<file path="config.mk">
export PLATFORM = sky130hd
export DESIGN_NAME = if_fetch_buffer
export DESIGN_NICKNAME = d
export VERILOG_FILES = /design/src/rtl/if_fetch_buffer.sv
export SDC_FILE = /design/constraint.sdc
export NUM_CORES = 1
export LEC_CHECK = 0
export BUFFER_PORTS_ARGS = -buffer_cell sky130_fd_sc_hd__buf_2
export CAP_MARGIN = 20
export CORE_ASPECT_RATIO = 0.5
export CORE_MARGIN = 1.5
export CORE_UTILIZATION = 56
export DETAILED_ROUTE_END_ITERATION = 7
export GPL_ROUTABILITY_DRIVEN = 0
export PLACE_DENSITY = 0.73
export SETUP_SLACK_MARGIN = 0.02
export SLEW_MARGIN = 20
export SYNTH_ARGS = -nofsm -noshare
export SYNTH_HDL_FRONTEND = slang
export SYNTH_SLANG_ARGS = --single-unit
</file>
<file path="constraint.sdc">
create_clock -name clk_i -period 3.6 [get_ports clk_i]
set_input_delay 0.72 -clock clk_i [delete_from_list [all_inputs] [get_ports clk_i]]
set_output_delay 0.72 -clock clk_i [all_outputs]
set_load 0.02 [all_outputs]
</file>
<file path="src/rtl/if_fetch_buffer.sv">
`default_nettype none
// ============================================================================
// Module   : if_fetch_buffer
// Brief    : Credit-based instruction fetch requester with a DEPTH-entry
//            instruction/PC buffer, redirect flush and optional halt detection
//            (enabled by defining IF_HALT_DETECT_EN).
// Revision : 1.0 - initial release
// ============================================================================
module if_fetch_buffer #(
  parameter int          DEPTH   = 4,
  parameter logic [31:0] HALT_PC = 32'd248
) (
  input  logic        clk_i,
  input  logic        rst_i,
  input  logic [31:0] pc_i,
  input  logic        pc_valid_i,
  output logic        pc_ready_o,
  input  logic        flush_i,
  output logic        imem_req_o,
  output logic [31:0] imem_addr_o,
  input  logic        imem_gnt_i,
  input  logic        imem_rvalid_i,
  input  logic [31:0] imem_rdata_i,
  output logic [31:0] inst_o,
  output logic [31:0] inst_pc_o,
  output logic        inst_valid_o,
  input  logic        inst_ready_i,
  output logic        halt_o
);

  localparam int              c_AW      = $clog2(DEPTH);
  localparam int              c_CW      = c_AW + 1;
  localparam logic [c_CW-1:0] c_DEPTH   = c_CW'(DEPTH);
  localparam logic [c_CW-1:0] c_CNT_ONE = c_CW'(1);
  localparam logic [c_AW-1:0] c_PTR_ONE = c_AW'(1);

  logic [31:0]     r_fifo_data [DEPTH];
  logic [31:0]     r_fifo_pc   [DEPTH];
  logic [31:0]     r_pend_pc   [DEPTH];
  logic [c_AW-1:0] r_wr_ptr;
  logic [c_AW-1:0] r_rd_ptr;
  logic [c_AW-1:0] r_pend_wr;
  logic [c_AW-1:0] r_pend_rd;
  logic [c_CW-1:0] r_count;
  logic [c_CW-1:0] r_inflight;
  logic [c_CW-1:0] r_discard;

  logic w_halted;
  logic w_credit;
  logic w_req;
  logic w_accept;
  logic w_rsp;
  logic w_drop;
  logic w_push;
  logic w_valid;
  logic w_pop;

  // Credit counts discarded in-flight fetches too, so the buffer can never overflow.
  always_comb begin
    w_credit = (r_inflight + r_count) < c_DEPTH;
    w_req    = ~rst_i & pc_valid_i & w_credit & ~flush_i & ~w_halted;
    w_accept = w_req & imem_gnt_i;
    w_rsp    = imem_rvalid_i & (r_inflight != '0);
    w_drop   = w_rsp & (flush_i | (r_discard != '0));
    w_push   = w_rsp & ~w_drop;
    w_valid  = (r_count != '0);
    w_pop    = w_valid & inst_ready_i;
  end

  always_ff @(posedge clk_i or posedge rst_i) begin
    if (rst_i) begin
      r_wr_ptr   <= '0;
      r_rd_ptr   <= '0;
      r_pend_wr  <= '0;
      r_pend_rd  <= '0;
      r_count    <= '0;
      r_inflight <= '0;
      r_discard  <= '0;
    end else begin
      if (w_accept) r_pend_wr <= r_pend_wr + c_PTR_ONE;
      if (w_rsp)    r_pend_rd <= r_pend_rd + c_PTR_ONE;
      case ({w_accept, w_rsp})
        2'b10:   r_inflight <= r_inflight + c_CNT_ONE;
        2'b01:   r_inflight <= r_inflight - c_CNT_ONE;
        default: r_inflight <= r_inflight;
      endcase
      if (flush_i) begin
        // Everything still outstanding after this cycle's response is stale.
        r_wr_ptr  <= '0;
        r_rd_ptr  <= '0;
        r_count   <= '0;
        r_discard <= r_inflight - {{c_AW{1'b0}}, w_rsp};
      end else begin
        if (w_drop) r_discard <= r_discard - c_CNT_ONE;
        if (w_push) r_wr_ptr  <= r_wr_ptr + c_PTR_ONE;
        if (w_pop)  r_rd_ptr  <= r_rd_ptr + c_PTR_ONE;
        case ({w_push, w_pop})
          2'b10:   r_count <= r_count + c_CNT_ONE;
          2'b01:   r_count <= r_count - c_CNT_ONE;
          default: r_count <= r_count;
        endcase
      end
    end
  end

  always_ff @(posedge clk_i) begin
    if (w_accept) r_pend_pc[r_pend_wr] <= pc_i;
    if (w_push) begin
      r_fifo_data[r_wr_ptr] <= imem_rdata_i;
      r_fifo_pc[r_wr_ptr]   <= r_pend_pc[r_pend_rd];
    end
  end

`ifdef IF_HALT_DETECT_EN
  logic r_halted;

  always_ff @(posedge clk_i or posedge rst_i) begin
    if (rst_i) begin
      r_halted <= 1'b0;
    end else if (flush_i) begin
      r_halted <= 1'b0;
    end else if (w_accept && (pc_i == HALT_PC)) begin
      r_halted <= 1'b1;
    end
  end

  assign w_halted = r_halted;
`else
  logic w_halt_pc_unused;

  assign w_halted         = 1'b0;
  assign w_halt_pc_unused = ^HALT_PC;
`endif

  assign imem_req_o   = w_req;
  assign imem_addr_o  = pc_i;
  assign pc_ready_o   = w_accept;
  assign inst_valid_o = w_valid;
  assign inst_o       = w_valid ? r_fifo_data[r_rd_ptr] : '0;
  assign inst_pc_o    = w_valid ? r_fifo_pc[r_rd_ptr] : '0;
  assign halt_o       = w_halted;

`ifndef SYNTHESIS
  // A response with nothing outstanding is a memory protocol violation.
  always_ff @(posedge clk_i) begin
    if (!rst_i && imem_rvalid_i) assert (r_inflight != '0);
  end
`endif

endmodule
`default_nettype wire

</file>
======== Yosys cells after proc, flatten, opt, wreduce, memory -nomap -nowiden ========
Memory sizes are Yosys's and may differ from the RTL's.
Cells that the tools add are included.
storage, ports and cells
  register bits after elaboration ......... 17
  bits in latches ......................... 0
  bits in writable memories ............... 384
  memory bits (read-only) ................. 0
  bits of input ports ..................... 71
  output and inout port bits .............. 100
  word-level logic and storage cells ...... 61
  memories kept ........................... 3
memories
  memory       words  bits a word  rd ports  clocked after memory_dff  wr ports  RTL line  RTL
  r_fifo_data  4      32           1         0                         1         37        logic [31:0] r_fifo_data [DEPTH];
  r_fifo_pc    4      32           1         0                         1         38        logic [31:0] r_fifo_pc [DEPTH];
  r_pend_pc    4      32           1         0                         1         39        logic [31:0] r_pend_pc [DEPTH];
cells by class
  $add $sub $neg .......................... 11
  multipliers ............................. 0
  div/mod/pow operators ................... 0
  order comparisons ....................... 1
  equality and inequality tests ........... 4
  shift-type cells ........................ 0
  multiplexer cells ....................... 15
  bitwise logic cells ..................... 12
  reduce and logical (&&, ||, !) cells .... 8
operator list
  operator                                              count
  two-way mux 32 bit                                    2
  one-hot mux 3 bit (2 select lines)                    2
  nonzero test 3 bit                                    4
  two-way mux 3 bit                                     3
  subtractor 3 x 1 -> 3 bit (second input constant)     3
  adder 2 x 1 -> 2 bit (second input constant)          4
  bitwise AND 1 bit                                     8
  two-way mux 2 bit                                     4
  nonzero test 2 bit                                    4
  adder 3 x 1 -> 3 bit (second input constant)          2
  equality test 2 x 1 -> 1 bit (second input constant)  2
  equality test 2 bit (second input constant)           2
  two-way mux 1 bit                                     4
  adder 3 bit                                           1
  less-than comparator 3 bit (second input constant)    1
  NOT 1 bit                                             3
  subtractor 3 x 1 -> 3 bit                             1
  bitwise OR 1 bit                                      1

======== Logic depth before layout (Yosys ltp) ========
  depth after elaboration ................. 8
  gate-level depth with buffers ........... 11
  mapped depth without buffers ............ 11

======== Worst setup path after synthesis ========
Ideal clock, no wire load.
  path kind ............................... register to register
  start ................................... register r_discard[0]
  end ..................................... memory r_fifo_data[0][0], enable pin
  library setup time ...................... 0.429 ns
  data arrival time ....................... 2.913 ns
  data required time ...................... 3.171 ns
  slack ................................... 0.259 ns
  stages on the path, launching flop included .. 7
  buffers on the path ..................... 0
  period minus slack after synthesis ...... 3.341 ns
  cell sequence ........................... dfrtp_1 -> inv_1 -> ha_1 -> nor2b_1 -> and2_2 -> nor2b_1 -> and2_1
on the way
  word-level cells in the longest chain between the ends .. 7
ends and longest elaborated chain
  element                                  RTL line  RTL
  from (decl)                              46        logic [c_CW-1:0] r_discard;
  from (signal assigned)                   92        r_discard <= r_inflight - {{c_AW{1'b0}}, w_rsp};
  from (signal assigned)                   94        if (w_drop) r_discard <= r_discard - c_CNT_ONE;
  nonzero test 3 bit                       64        w_drop = w_rsp & (flush_i | (r_discard != '0));
  bitwise OR 1 bit                         64
  bitwise AND 1 bit                        64
  NOT 1 bit                                65        w_push = w_rsp & ~w_drop;
  bitwise AND 1 bit                        65
  two-way mux 1 bit                        108       if (w_push) begin
  two-way mux 1 bit (implied by the code)  109       r_fifo_data[r_wr_ptr] <= imem_rdata_i;
  to (decl)                                37
Every way passes these cells.

======== Final worst setup path ========
  start ................................... register r_rd_ptr[0]
  end ..................................... output inst_pc_o[4]
on the way
  word-level cells in the longest chain between the ends .. 2
ends and longest elaborated chain
  element                 RTL line  RTL
  from (decl)             41        logic [c_AW-1:0] r_rd_ptr;
  from (signal assigned)  96        if (w_pop) r_rd_ptr <= r_rd_ptr + c_PTR_ONE;
  memory (4 x 32 bit)     --
  two-way mux 32 bit      140       assign inst_pc_o = w_valid ? r_fifo_pc[r_rd_ptr] : '0;
  to (decl)               25        output logic [31:0] inst_pc_o,
Every way passes these cells.

==> flow_summary.toml <==
[worst_setup_path]
worstPathCellList = "buf_12 -> mux4_2 -> and2_1 -> buf_2"
crit_required_ns = 2.88
count_of_buffering_cells_on_the_critical_path_with_inverters_included = 2
crit_fanout = 26
timing_worst_setup_path_type = "reg2out"
worst_setup_path_start_kind = "flip-flop"
cpMaxStageDelayCell = "sky130_fd_sc_hd__dfrtp_4"
worst_path_dominant_cell_family = "flip-flops"
signal_arrival_time_at_the_worst_endpoint_ns = 2.46
critPathMaxStageDelay_ns = 0.70
endpoint_kind_of_the_worst_setup_timing_path = "primary output"

[timing]
final_min_period_over_clock_period = 0.882
unrepaired_setup_endpoints_after_global_routing = "false"
tightest_slew_ns = 0.924
timing.clock.skew_ns = 0.0222
slew_limit_fails = 0
final-hold-violation-count = 0
setup_tns_ns = 0
max_clock_freq_mhz = 315
setup_viol_count_final = 0
timing.max_slew.rel_slack = 0.384
layout_min_cycle_time_ns = 3.18
worst_hold_slack_across_all_endpoints_ns = 0.292

[place]
post-place-cells = 1220
portBuffers = 169
placed_area_sq_um = 16900
detailedPlacementHpwl_mm = 15.4

[drt]
routed-via-count = 7093
drt-vias-per-instance = 5.53
detail_route.drc_violations = 0
wire_per_inst_microns = 21.5
drt_first_iter_violations = 470
number_of_detailed_route_iterations_in_the_first_pass = 6
finalWirelength_mm = 27.5
number_of_antenna_violating_nets_in_the_routed_design = 0

[clocking]
cts.reportedPaths.clkPinSlew_ns = 0.06
tritoncts = "built"
cts_inserted_buffers = 36
ctsLongestPathBuffers = 3
clock_sink_count = 401
worst_skew_pair.late_latency_ns = 0.53
cts_root_buffer = "sky130_fd_sc_hd__clkbuf_16"
cts_post_setup_buffers_inserted = 0
cts.hold.buffers_added = 0
cts_htree_levels = 2
ctsResizeCount = 0

[synthesis]
synth.distinct_cells = 38
async_reset_ff_frac = 0.0424
postSynthRegisterBits = 401
synth-seq-area-share = 0.762
synth_top_area_cell = "sky130_fd_sc_hd__edfxtp_1"
synth.area.top_cells = "sky130_fd_sc_hd__edfxtp_1, sky130_fd_sc_hd__mux4_2, sky130_fd_sc_hd__and2_1, sky130_fd_sc_hd__dfrtp_1, sky130_fd_sc_hd__buf_4"
synth-edff-count = 384
syn_area_sq_um = 15700
synth_top_area_share = 0.735
synth_flop_cell = "sky130_fd_sc_hd__edfxtp_1"
synth-warning-count = 0
synth_cells = 718
synth_nets = 805
synthesis.area_per_instance_sq_um = 21.9

[power_and_ir_drop]
p_leak_nw = 6.17
internal_power_component_w = 0.00936
share_seq_of_total_power = 0.440
worst_ir_drop_vdd_mv = 0.357
p_switching_w = 0.00381
pwr_density_cell_nw_per_um2 = 730
power_frac_clock = 0.295
netSwitchingFraction = 0.289
share_comb_of_total_power = 0.265

[global_routing]
first_global_vias = 7455
grt_start_max_net_pins = 67
grt_overflow = 0
grt_util_overall = 0.196
initial_antenna_violation_count = 0
first_pass_grt_wire_length_mm = 42.0

[layout]
area_taken_by_flip_flops_and_latches_sq_um = 12000
fillCellCount = 1833
final_cells = 1283
finish.net_count = 963
flow.area_growth_from_synthesis_pct = 15.0
multiInputGateArea_sq_um = 3300
layout-drive-gt1-share = 0.390
final_area_sq_um = 18000
antenna-diode-count = 0

[worst_hold_path]
worstHoldPathType = "in2async"

[die]
floorplan.die_area_sq_um = 29100
top_level_ports = 171
starting_density_of_the_core = 0.569
placementRows = 43
die_width_microns = 240
coreArea_sq_um = 27600
die_height_microns = 121

[flow_run]
maxCapViolCount = 0

[status]
status = "finished clean"
[power by group through the flow]
stage	logic [W]	clock network [W]	registers [W]
after detailed placement	0.00355	0	0.00589
final	0.00349	0.00389	0.00579
after CTS	0.00357	0.00397	0.00579
after global routing	0.00382	0.00416	0.00582
after floorplan	0.00272	0	0.00570
after global placement	0.00347	0	0.00588
[kinds of logic (layout without fill, tap and decap cells)]
logic type                 after synthesis  count (layout)  synth area share
xor gates and xnor gates                13              13           0.00726
AOI/OAI and AO/OA                       10              10           0.00646
DFF                                    401             401             0.762
adders and majority gates               16              16            0.0137
muxes                                  104             104             0.143
buffers and inverters                   75             258            0.0291
other                                    1               1          0.000239
and+or+nand+nor                         98              98            0.0380
[sequential cells by signal (all words and copies together), names as in the netlist]
register	flops
r_count	3
r_discard	3
r_fifo_data	128
r_fifo_pc	128
r_inflight	3
r_pend_pc	128
r_pend_rd	2
r_pend_wr	2
r_rd_ptr	2
r_wr_ptr	2
[layout make-up]
| cell class | instances | share of cell area |
|---|---|---|
| Clock buffer | 41 | 0.0510 |
| Clock inverter | 22 | 0.0152 |
| Inverter | 12 | 0.00263 |
| Multi-Input combinational cell | 242 | 0.183 |
| Sequential cell | 401 | 0.663 |
| Tap cell | 382 | 0.0265 |
| Timing Repair Buffer | 183 | 0.0589 |
[per-stage QoR]
step	util	power (W)	setup WS (ns)
detailed placement	0.611	0.00945	0.844
global placement	0.611	0.00934	0.884
CTS	0.654	0.0133	0.319
global route	0.654	0.0138	0.296
finish	0.654	0.0132	0.423
floorplan	-	0.00843	0.259
[synth_stat cells (2+ instances only)]
cell,number
sky130_fd_sc_hd__edfxtp_1,384
sky130_fd_sc_hd__mux4_2,96
sky130_fd_sc_hd__and2_1,72
sky130_fd_sc_hd__buf_4,34
sky130_fd_sc_hd__dfrtp_1,17
sky130_fd_sc_hd__ha_1,14
sky130_fd_sc_hd__clkbuf_1,13
sky130_fd_sc_hd__buf_2,12
sky130_fd_sc_hd__inv_1,11
sky130_fd_sc_hd__nor2_1,10
sky130_fd_sc_hd__xnor2_1,8
sky130_fd_sc_hd__mux2i_1,5
sky130_fd_sc_hd__xor2_1,5
sky130_fd_sc_hd__buf_6,4
sky130_fd_sc_hd__a21oi_1,3
sky130_fd_sc_hd__nor2b_1,3
sky130_fd_sc_hd__fa_1,2
sky130_fd_sc_hd__nand2_1,2
sky130_fd_sc_hd__nand2b_1,2
sky130_fd_sc_hd__nor3b_1,2
sky130_fd_sc_hd__o31ai_4,2
[per-layer routing]
layer | global-route usage | part of all wire
met4 | 0.0661 | 0.025
met3 | 0.0348 | 0.046
met1 | 0.265 | 0.42
met5 | 0 | 0
met2 | 0.328 | 0.51
[layout by cell type, fill, tap and decap left out, drive strengths merged, types with 3 or more instances in the layout]
cell    count
edfxtp    384
buf       183
mux4       96
and2       73
clkbuf     41
dfrtp      17
ha         14
inv        13
clkinv     13
nor2       11
xnor2       8
bufinv      6
mux2i       5
xor2        5
a21oi       4
nor2b       3
mux2        3
[final timing paths]
path | from | slack, ns | to | cells after the start
setup reg to reg | r_discard[0]$_DFFE_PP0P_ | 0.81 | r_count[2]$_DFFE_PP0P_ | 9
setup / recovery | r_rd_ptr[0]$_DFFE_PP0P_ | 0.42 | inst_pc_o[4] | 4
hold reg to reg | r_inflight[0]$_DFFE_PP0P_ | 0.58 | r_inflight[0]$_DFFE_PP0P_ | 1
hold / removal | rst_i | 0.29 | r_pend_wr[0]$_DFFE_PP0P_ | 2
max in group asynchronous | rst_i | 2.79 | r_rd_ptr[0]$_DFFE_PP0P_ | 2
min in group clk_i | pc_i[21] | 0.41 | r_pend_pc[1][21]$_DFFE_PP_ | 1
No activity file was read; power rests on OpenSTA's default activity.
